===== src/rtl/f1_reaction_timer.sv =====
// Reaction timer for the F1 start-light game: gates the light sequencer, inserts a
// pseudo-random hold after all lights are on, then times the driver's button press.
module f1_reaction_timer #(
    parameter int unsigned MS_DIV = 1000,
    parameter int unsigned TIME_W = 16
) (
    input  logic              clk,
    input  logic              rst,
    input  logic              i_start,
    input  logic              i_tick,
    input  logic              i_button,
    input  logic [7:0]        i_lights,
    output logic              o_seq_run,
    output logic              o_seq_clr,
    output logic              o_lights_out,
    output logic [TIME_W-1:0] o_react_time,
    output logic              o_react_valid,
    output logic              o_false_start,
    output logic              o_busy
);

    localparam int unsigned PRE_W   = (MS_DIV > 1) ? $clog2(MS_DIV) : 1;
    localparam int unsigned LFSR_W  = 7;
    localparam logic [PRE_W-1:0]  PRE_MAX  = PRE_W'(MS_DIV - 1);
    localparam logic [TIME_W-1:0] TIME_MAX = '1;
    localparam logic [7:0]        ALL_ON   = 8'hFF;

    typedef enum logic [2:0] {
        S_IDLE,
        S_ARMED,
        S_DELAY,
        S_TIMING,
        S_DONE
    } state_t;

    state_t              r_state;
    logic [LFSR_W-1:0]   r_lfsr;
    logic [LFSR_W-1:0]   r_dly_cnt;
    logic [PRE_W-1:0]    r_prescaler;
    logic                r_btn_q;
    logic                r_seq_run;
    logic                r_seq_clr;
    logic                r_lights_out;
    logic [TIME_W-1:0]   r_react_time;
    logic                r_react_valid;
    logic                r_false_start;
    logic                r_busy;
    logic                w_press;

    assign w_press = i_button & ~r_btn_q;

    // Single-process FSM; pulses default low every cycle and are raised for one edge.
    always_ff @(posedge clk) begin
        if (!rst) begin
            r_state       <= S_IDLE;
            r_lfsr        <= LFSR_W'(1);
            r_dly_cnt     <= '0;
            r_prescaler   <= '0;
            r_btn_q       <= 1'b0;
            r_seq_run     <= 1'b0;
            r_seq_clr     <= 1'b0;
            r_lights_out  <= 1'b0;
            r_react_time  <= '0;
            r_react_valid <= 1'b0;
            r_false_start <= 1'b0;
            r_busy        <= 1'b0;
        end else begin
            r_btn_q       <= i_button;
            r_lfsr        <= {r_lfsr[5:0], r_lfsr[6] ^ r_lfsr[5]};
            r_seq_clr     <= 1'b0;
            r_lights_out  <= 1'b0;
            r_react_valid <= 1'b0;

            case (r_state)
                S_IDLE, S_DONE: begin
                    if (i_start) begin
                        r_state       <= S_ARMED;
                        r_seq_run     <= 1'b1;
                        r_busy        <= 1'b1;
                        r_react_time  <= '0;
                        r_false_start <= 1'b0;
                    end
                end
                S_ARMED: begin
                    if (w_press) begin
                        r_state       <= S_DONE;
                        r_false_start <= 1'b1;
                        r_seq_clr     <= 1'b1;
                        r_seq_run     <= 1'b0;
                        r_busy        <= 1'b0;
                    end else if (i_lights == ALL_ON) begin
                        r_state   <= S_DELAY;
                        r_dly_cnt <= r_lfsr;
                        r_seq_run <= 1'b0;
                    end
                end
                S_DELAY: begin
                    // A press here, even on the expiring tick, is a false start.
                    if (w_press) begin
                        r_state       <= S_DONE;
                        r_false_start <= 1'b1;
                        r_seq_clr     <= 1'b1;
                        r_busy        <= 1'b0;
                    end else if (i_tick) begin
                        if (r_dly_cnt == LFSR_W'(1)) begin
                            r_state      <= S_TIMING;
                            r_lights_out <= 1'b1;
                            r_seq_clr    <= 1'b1;
                            r_react_time <= '0;
                            r_prescaler  <= '0;
                        end else begin
                            r_dly_cnt <= r_dly_cnt - LFSR_W'(1);
                        end
                    end
                end
                S_TIMING: begin
                    if (w_press) begin
                        r_state       <= S_DONE;
                        r_react_valid <= 1'b1;
                        r_busy        <= 1'b0;
                    end else if (r_prescaler == PRE_MAX) begin
                        r_prescaler <= '0;
                        if (r_react_time != TIME_MAX) begin
                            r_react_time <= r_react_time + TIME_W'(1);
                        end
                    end else begin
                        r_prescaler <= r_prescaler + PRE_W'(1);
                    end
                end
                default: begin
                    r_state <= S_IDLE;
                end
            endcase
        end
    end

    assign o_seq_run     = r_seq_run;
    assign o_seq_clr     = r_seq_clr;
    assign o_lights_out  = r_lights_out;
    assign o_react_time  = r_react_time;
    assign o_react_valid = r_react_valid;
    assign o_false_start = r_false_start;
    assign o_busy        = r_busy;

endmodule


===== config.mk =====
export PLATFORM = sky130hd
export DESIGN_NAME = f1_reaction_timer
export DESIGN_NICKNAME = d
export VERILOG_FILES = /design/src/rtl/f1_reaction_timer.sv
export SDC_FILE = /design/constraint.sdc
export NUM_CORES = 1
export LEC_CHECK = 0
export BUFFER_PORTS_ARGS = -buffer_cell sky130_fd_sc_hd__buf_2
export CAP_MARGIN = 40
export CELL_PAD_IN_SITES_DETAIL_PLACEMENT = 0
export CELL_PAD_IN_SITES_GLOBAL_PLACEMENT = 1
export CORE_UTILIZATION = 43
export DETAILED_ROUTE_END_ITERATION = 12
export GPL_TIMING_DRIVEN = 0
export PLACE_DENSITY = 0.85
export SLEW_MARGIN = 20
export SYNTH_ARGS = -nofsm -noshare
export SYNTH_HDL_FRONTEND = slang
export SYNTH_SLANG_ARGS = --single-unit

===== constraint.sdc =====
create_clock -name clk -period 2.55 [get_ports clk]
set_clock_uncertainty 0.15 [all_clocks]
set_input_delay 0 -clock clk [delete_from_list [all_inputs] [get_ports clk]]
set_output_delay 0 -clock clk [all_outputs]
set_load 0.005 [all_outputs]

==> results.py, run 1 <==
metrics = {
    "run_status": {
        "result_of_the_run": "completed",
    },
    "power": {
        "power_frac_comb_pct": 10.9,
        "power-per-cell-area_nw_per_um2": 511,
        "clock_power_share_pct": 36.3,
        "switching_share_pct": 24.2,
        "vdd_drop_max_mv": 0.252,
        "power.static_leakage_uw": 0.00117,
        "power.switching_uw": 368,
        "sequentialPowerShare_pct": 52.9,
        "p_int_uw": 1150,
    },
    "timing": {
        "clock.fmax_mhz": 407,
        "fin_crit_ns": 2.46,
        "fin_hold_ws_ns": 0.0501,
        "worst_pin_slew_ns": 0.547,
        "rsz0062_at_grt": "yes",
        "maxSlewHeadroom_pct": 63.5,
        "final.period_utilization_pct": 96.4,
        "finalMaxSlewViolations": 0,
        "finalSetupViolCount": 0,
        "timing.final.hold_violations": 0,
    },
    "clock_tree": {
        "tritoncts": "yes",
        "tritoncts.num_buffers": 5,
        "master_cell_of_the_clock_root_buffer": "sky130_fd_sc_hd__clkbuf_8",
        "cts_sinks": 50,
        "clock_latency_ns": 0.30,
        "cts.path.max_buffers": 2,
        "cts.htree.levels": 2,
        "clk_pin_slew_ns": 0.09,
    },
    "yosys": {
        "ys_seq_elements": 50,
        "synth.largest_area_cell": "sky130_fd_sc_hd__dfxtp_1",
        "postSynth.asyncResetShare_pct": 0,
        "yosys-mux-area-fraction_pct": 1.17,
        "largest_family_of_logic_cells_by_synthesized_area": "simple AND/OR/NAND/NOR gates",
        "synth_compound_area_share_pct": 21.8,
        "synth-simple-area-share_pct": 28.3,
        "ys_dominant_reg_cell": "sky130_fd_sc_hd__dfxtp_1",
        "area_contributors_post_synth": "sky130_fd_sc_hd__dfxtp_1 (39%), sky130_fd_sc_hd__nor2_1 (4.7%), sky130_fd_sc_hd__o311ai_0 (4.1%), sky130_fd_sc_hd__nand2_1 (3.4%), sky130_fd_sc_hd__o31ai_1 (3.2%)",
        "number_of_unique_standard_cell_types_used_by_synthesis": 54,
        "synth_xor_xnor_area_share_pct": 3.08,
        "synth-warning-count": 0,
        "post_synth_instance_area_um2": 2560,
        "synth_top_area_share_pct": 39.1,
        "synth_cells": 299,
        "synth-seq-area-share_pct": 39.1,
        "post_synth_edffs": 0,
        "postSynthAreaPerCell_um2": 8.57,
        "mappedNetlistNets": 316,
        "synthAdderAreaFrac_pct": 1.95,
    },
    "route": {
        "routed_wirelength_um": 5890,
        "detailedRoute.firstIterationViolations": 134,
        "vias_per_cell": 5.61,
        "dr.pass1.iters": 4,
        "routedWlPerCell_um": 14.1,
        "routed-via-count": 2338,
        "antenna_left": 0,
        "remaining_drcs": 0,
    },
    "cells_and_area": {
        "drive_gt1_share_pct": 17.4,
        "layout.area.seq_um2": 1000,
        "antenna-diode-count": 0,
        "layout.nets": 361,
        "synthToLayoutAreaGrowth_pct": 16.3,
        "fill_cells": 576,
        "fin_util_pct": 53.1,
        "multi_input_gate_area_in_the_final_layout_um2": 1450,
    },
    "global_route": {
        "grt_util_met1_pct": 27.0,
        "grt.met2_usage_pct": 31.2,
        "grt_pass1_wl_um": 9810,
        "top_usage_layer_grt": "met2",
        "grt_pass1_vias": 2067,
        "pin_count_of_the_biggest_net_entering_global_routing": 16,
        "grt_antenna_before_repair": 0,
        "overflow_left_after_global_routing": 0,
        "grtUsageTotal_pct": 19.7,
        "use_met3_pct": 3.10,
    },
    "critical_path": {
        "cp-startpoint": "r_dly_cnt[0]$_SDFFE_PN0P_",
        "worstSetupEndpointType": "register",
        "worstSetupStartpointType": "register",
        "worst-path-buf-inv": 2,
        "crit_path_max_incr_delay_ns": 0.40,
        "r2r-start": "r_dly_cnt[0]$_SDFFE_PN0P_",
        "critical_path_cell_by_cell": "ha_1 > and3b_1 > a21oi_2 > or3_1 > buf_6 > clkbuf_1 > o311ai_0 > o31ai_1",
        "timing.critical_path.required_ns": 2.58,
        "crit_path_top_delay_cell": "sky130_fd_sc_hd__dfxtp_1",
        "worst-path-max-fanout": 10,
        "arrival_ns": 2.48,
        "crit_family": "simple AND/OR/NAND/NOR gates",
        "worstSetupPathType": "register to register",
    },
    "min_path": {
        "timing.hold.worst.start": "i_tick",
        "timing.hold.worst.class": "input pin to register",
    },
    "floorplan": {
        "placementRows": 27,
        "die_width_um": 79.2,
        "fp.dieH_um": 79.2,
        "die_area_um2": 6270,
        "floorplan.core_area_um2": 5610,
        "initial_utilization_pct": 45.7,
        "io-pin-count": 35,
    },
    "place": {
        "numPortBuffers": 34,
        "dp_hpwl_um": 4260,
        "place_congestion": 0.840,
    },
    "job": {
        "maxCapViolCount": 0,
    },
}
[worst reg2reg max path, cell delays in order, from the launching register on]
cell	delay, ns
sky130_fd_sc_hd__dfxtp_1	0.40
sky130_fd_sc_hd__ha_1	0.19
sky130_fd_sc_hd__and3b_1	0.24
sky130_fd_sc_hd__a21oi_2	0.07
sky130_fd_sc_hd__or3_1	0.38
sky130_fd_sc_hd__buf_6	0.15
sky130_fd_sc_hd__clkbuf_1	0.24
sky130_fd_sc_hd__o311ai_0	0.38
sky130_fd_sc_hd__o31ai_1	0.13
[power by group through the flow]
stage / Clock [uW] / Sequential, uW / Combinational, uW
finish: 552 / 805 / 166
floorplan: 0 / 822 / 111
detailed placement: 0 / 823 / 158
global route: 601 / 808 / 184
CTS: 572 / 805 / 163
global placement: 0 / 823 / 159
[synth_stat cells, types with 2 or more instances]
cell and n:
sky130_fd_sc_hd__nor2_1 32, sky130_fd_sc_hd__and3_1 10, sky130_fd_sc_hd__o31ai_1 11, sky130_fd_sc_hd__a31oi_1 8, sky130_fd_sc_hd__o22ai_1 2, sky130_fd_sc_hd__or3_1 5, sky130_fd_sc_hd__a21boi_0 2, sky130_fd_sc_hd__inv_1 4
sky130_fd_sc_hd__buf_6 3, sky130_fd_sc_hd__o311ai_0 12, sky130_fd_sc_hd__o221a_2 2, sky130_fd_sc_hd__xor2_1 4, sky130_fd_sc_hd__nand4b_1 2, sky130_fd_sc_hd__nor4b_1 2, sky130_fd_sc_hd__nor2b_1 2, sky130_fd_sc_hd__nor3b_1 4
sky130_fd_sc_hd__a21oi_1 11, sky130_fd_sc_hd__o41ai_1 4, sky130_fd_sc_hd__o211ai_1 2, sky130_fd_sc_hd__and4_1 3, sky130_fd_sc_hd__ha_1 4, sky130_fd_sc_hd__and2_1 8, sky130_fd_sc_hd__a31o_2 4, sky130_fd_sc_hd__nand2_1 23
sky130_fd_sc_hd__nand2b_1 6, sky130_fd_sc_hd__mux2i_1 3, sky130_fd_sc_hd__o21ai_0 10, sky130_fd_sc_hd__clkbuf_1 13, sky130_fd_sc_hd__dfxtp_1 50, sky130_fd_sc_hd__nand3b_1 3, sky130_fd_sc_hd__xnor2_1 5, sky130_fd_sc_hd__nand3_1 7
sky130_fd_sc_hd__nor4_1 2, sky130_fd_sc_hd__nand4_1 9, sky130_fd_sc_hd__nor3_1 8
[per-layer routing]
| metal | part of all wire [%] | routed length [um] | up-vias |
|---|---|---|---|
| met3 | 2.9 | 168 | 2 |
| li1 | - | - | 1215 |
| met1 | 51 | 2990 | 1081 |
| met4 | 0.46 | 27 | 0 |
| met2 | 46 | 2710 | 40 |
| met5 | 0 | 0 | - |
[through the flow]
step / worst slack (ns) / std cells / cell area, um^2 / setup TNS [ns] / total power (uW)
4_1_cts: 0.0279 / 416 / 2960 / 0 / 1540
6_report: 0.0927 / 417 / 2980 / 0 / 1520
2_1_floorplan: 0.374 / 299 / 2560 / 0 / 933
5_1_grt: -0.0101 / 417 / 2980 / -0.0157 / 1590
3_5_place_dp: 0.0630 / 405 / 2820 / 0 / 981
3_3_place_gp: 0.0345 / 405 / 2820 / 0 / 981
[final cells by class]
cell class	count	share of cell area [%]
multi-input cells	225	48.8
flip-flops and latches	50	33.6
repair buffers	38	6.97
plain buffers	19	3.32
well taps	72	3.02
clock buffers	6	2.44
clock inverters	2	1.26
inverters	5	0.630
[layout by cell type, fill, tap and decap left out, drive strengths merged, types with 5 or more instances in the layout]
cell,Yosys,layout
nand3,7,7
o21ai,11,11
and2,8,8
nor2,32,32
or3,5,5
buf,6,41
nand2b,6,6
nand2,23,23
nand4,9,9
o311ai,12,12
clkbuf,13,19
a21oi,12,12
xnor2,5,5
a31oi,8,8
o31ai,11,11
and3,10,10
nor3,8,8
dfxtp,50,50
[state kept, by name, summed over array words and instances, names as in the netlist, 3 cells and up]
register      flops
o_react_time     16
r_dly_cnt         7
r_state           3
r_prescaler      10
r_lfsr            7
[what timing repair did]
| action | CTS | global route |
|---|---|---|
| hold endpoints to repair | 4 | 0 |
| buffers inserted | 0 | 1 |
| setup endpoints to repair | 0 | 22 |
| gates resized for setup | 0 | 7 |
| hold buffers | 3 | 0 |
[cell families (layout without fill, tap and decap cells)]
group,after synthesis,after routing
xor gates and xnor gates,9,9
buffers and inverters,24,70
muxes,3,3
and+or+nand+nor,132,132
AOI/OAI and AO/OA,77,77
DFF,50,50
adders and majority gates,4,4
[path summary, 6_finish.rpt]
| path | slack [ns] | depth (start not counted) | end |
|---|---|---|---|
| max | 0.09 | 8 | o_react_time[4]$_SDFFE_PN0P_ |
| min | 0.05 | 4 | o_lights_out$_SDFF_PP0_ |
| max reg2reg | 0.09 | 8 | o_react_time[4]$_SDFFE_PN0P_ |
| min reg2reg | 0.32 | 1 | r_lfsr[2]$_SDFF_PN0_ |
Note: power is estimated with default switching activity, not from simulation.
==> inputs of run 2 (changes only) <==
--- a/config.mk
+++ b/config.mk
@@ -9,6 +9,7 @@
 export CAP_MARGIN = 40
 export CELL_PAD_IN_SITES_DETAIL_PLACEMENT = 0
 export CELL_PAD_IN_SITES_GLOBAL_PLACEMENT = 1
+export CORE_MARGIN = 3
 export CORE_UTILIZATION = 43
 export DETAILED_ROUTE_END_ITERATION = 12
 export GPL_TIMING_DRIVEN = 0
==> constraint.sdc (replaced) <==
create_clock -name clk -period 2.45 [get_ports clk]
set_clock_uncertainty 0.15 [all_clocks]
set_input_delay 0 -clock clk [delete_from_list [all_inputs] [get_ports clk]]
set_output_delay 0 -clock clk [all_outputs]
set_load 0.005 [all_outputs]
==> run 2 against run 1 <==
Utilization fell by 0.41 points. Cell count fell by 0.48%. Largest power group unchanged. Combinational power rose by 5%. Critical path type unchanged.
==> results.py, run 2 (synthesized netlist as in run 1, its figures left out) <==
metrics = {
    "critical_path": {
        "arrival_ns": 2.42,
        "r2r-start": "r_dly_cnt[1]$_SDFFE_PN0P_",
        "worstSetupStartpointType": "register",
        "cp-startpoint": "r_dly_cnt[1]$_SDFFE_PN0P_",
        "flop2flop_setup_slack_ns": 0.11,
        "cp-endpoint": "o_react_time[8]$_SDFFE_PN0P_",
        "worst-path-max-fanout": 10,
        "crit-reg2reg-capture": "o_react_time[8]$_SDFFE_PN0P_",
        "worstSetupEndpointType": "register",
        "rr_worst_depth": 9,
        "worstSetupPathType": "register to register",
        "timing.critical_path.required_ns": 2.53,
    },
    "global_route": {
        "grtUsageTotal_pct": 17.6,
        "grt_antenna_before_repair": 0,
        "grt_pass1_vias": 2140,
        "pin_count_of_the_biggest_net_entering_global_routing": 15,
        "overflow_left_after_global_routing": 0,
        "grt_pass1_wl_um": 10200,
    },
    "cells_and_area": {
        "fill_cells": 551,
        "multi_input_gate_area_in_the_final_layout_um2": 1470,
        "largest_register_ffs": 16,
        "most_frequent_standard_cell_in_the_layout_excluding_fill_and_tap_cells": "sky130_fd_sc_hd__dfxtp_1",
        "mostFrequentLayoutCells": "sky130_fd_sc_hd__dfxtp_1 (48), sky130_fd_sc_hd__buf_2 (35), sky130_fd_sc_hd__nor2_1 (32)",
        "layout.area.seq_um2": 1000,
        "antenna-diode-count": 0,
        "synthToLayoutAreaGrowth_pct": 16.1,
        "drive_gt1_share_pct": 19.8,
        "layout.nets": 359,
        "final_cells": 415,
        "finish.instance_area_um2": 2970,
    },
    "power": {
        "power_frac_comb_pct": 11.5,
        "sequentialPowerShare_pct": 55.5,
        "vdd_drop_max_mv": 0.385,
        "switching_share_pct": 25.4,
        "power.static_leakage_uw": 0.00117,
        "power.switching_uw": 384,
        "power-per-cell-area_nw_per_um2": 507,
        "clock_power_share_pct": 33.0,
        "p_int_uw": 1130,
    },
    "route": {
        "dr.pass1.iters": 5,
        "vias_per_cell": 5.74,
        "detailedRoute.firstIterationViolations": 233,
        "antenna_left": 0,
        "routed_wirelength_um": 5990,
        "routed-via-count": 2381,
        "routedWlPerCell_um": 14.4,
        "remaining_drcs": 0,
    },
    "timing": {
        "maxSlewHeadroom_pct": 63.2,
        "final.period_utilization_pct": 95.5,
        "rsz0062_at_grt": "yes",
        "fin_crit_ns": 2.34,
        "worst_slack_ns": 0.110,
        "finalSetupViolCount": 0,
        "clock.fmax_mhz": 427,
        "finalMaxSlewViolations": 0,
        "timing.final.hold_violations": 0,
        "worst_pin_slew_ns": 0.547,
    },
    "floorplan": {
        "die_width_um": 83.2,
        "initial_utilization_pct": 45.4,
        "fp.dieH_um": 83.2,
        "die_area_um2": 6920,
        "floorplan.core_area_um2": 5640,
        "io-pin-count": 35,
        "placementRows": 27,
    },
    "min_path": {
        "timing.hold.worst.class": "input pin to register",
        "whs_path_depth": 4,
    },
    "clock_tree": {
        "cts.path.max_buffers": 2,
        "tritoncts.num_buffers": 5,
        "clk_pin_slew_ns": 0.09,
        "cts_sinks": 50,
        "clock_latency_ns": 0.30,
        "master_cell_of_the_clock_root_buffer": "sky130_fd_sc_hd__clkbuf_8",
        "cts.htree.levels": 2,
        "tritoncts": "yes",
    },
    "job": {
        "maxCapViolCount": 0,
    },
    "place": {
        "place_congestion": 0.850,
        "dp.cells": 405,
        "dp_hpwl_um": 4220,
        "numPortBuffers": 34,
        "postPlaceCellArea_um2": 2820,
        "post-place-ws_ns": -0.0707,
    },
    "run_status": {
        "result_of_the_run": "completed",
    },
}
==> run 2: per-stage QoR <==
step | util (%) | power, uW | hold slack [ns] | TNS [ns]
5_1_grt | 52.7 | 1580 | 0.0510 | -0.0236
3_5_place_dp | 50.0 | 1020 | 0.0855 | -0.278
2_1_floorplan | - | 971 | -0.0283 | 0
6_report | 52.7 | 1510 | 0.0505 | 0
4_1_cts | 52.5 | 1520 | 0.0342 | 0
3_3_place_gp | 50.0 | 1020 | 0.0861 | -0.362
==> run 2: critical path: stages (launching register included) <==
cell and delay (ns):
sky130_fd_sc_hd__dfxtp_1 0.33, sky130_fd_sc_hd__inv_1 0.09, sky130_fd_sc_hd__ha_1 0.17, sky130_fd_sc_hd__and3b_2 0.22
sky130_fd_sc_hd__a21oi_2 0.06, sky130_fd_sc_hd__or3_1 0.37, sky130_fd_sc_hd__buf_6 0.15, sky130_fd_sc_hd__a311o_4 0.35
sky130_fd_sc_hd__buf_6 0.16, sky130_fd_sc_hd__o31ai_1 0.21
==> run 2: repair_timing <==
action	in CTS	in global routing
setup endpoints to repair	17	19
endpoints found under the hold margin	4	0
hold buffers	3	0
resized for setup	2	16
pin swaps	0	1
setup buffers	1	0
==> run 2: worst min path at each step <==
| stage | to | startpoint |
|---|---|---|
| after global routing | o_lights_out$_SDFF_PP0_ | i_tick |
| final | o_lights_out$_SDFF_PP0_ | i_tick |
| after CTS | o_lights_out$_SDFF_PP0_ | i_tick |
| after floorplan | r_btn_q$_SDFF_PN0_ | i_button |
| after global placement | r_btn_q$_SDFF_PN0_ | i_button |
| after detailed placement | r_btn_q$_SDFF_PN0_ | i_button |
==> run 2: metal layers <==
| metal | global-route usage (%) | share of wire [%] |
|---|---|---|
| met5 | 0 | 0 |
| met1 | 23.9 | 48 |
| met4 | 5.79 | 1.2 |
| met3 | 3.47 | 5.1 |
| met2 | 27.8 | 45 |
==> run 2: layout make-up <==
class,instances,area share (%)
multi-input combinational,225,49.4
sequential,50,33.7
timing repair buffer,38,6.98
buffer,17,3.16
tap,72,3.03
clock buffer,7,2.90
inverter,5,0.631
clock inverter,1,0.168
==> run 2: power by group through the flow <==
stage	Combinational (uW)	Clock, uW	Sequential [uW]
2_1_floorplan	115	0	855
3_3_place_gp	165	0	856
6_report	174	498	838
5_1_grt	194	542	840
4_1_cts	171	509	838
3_5_place_dp	165	0	856
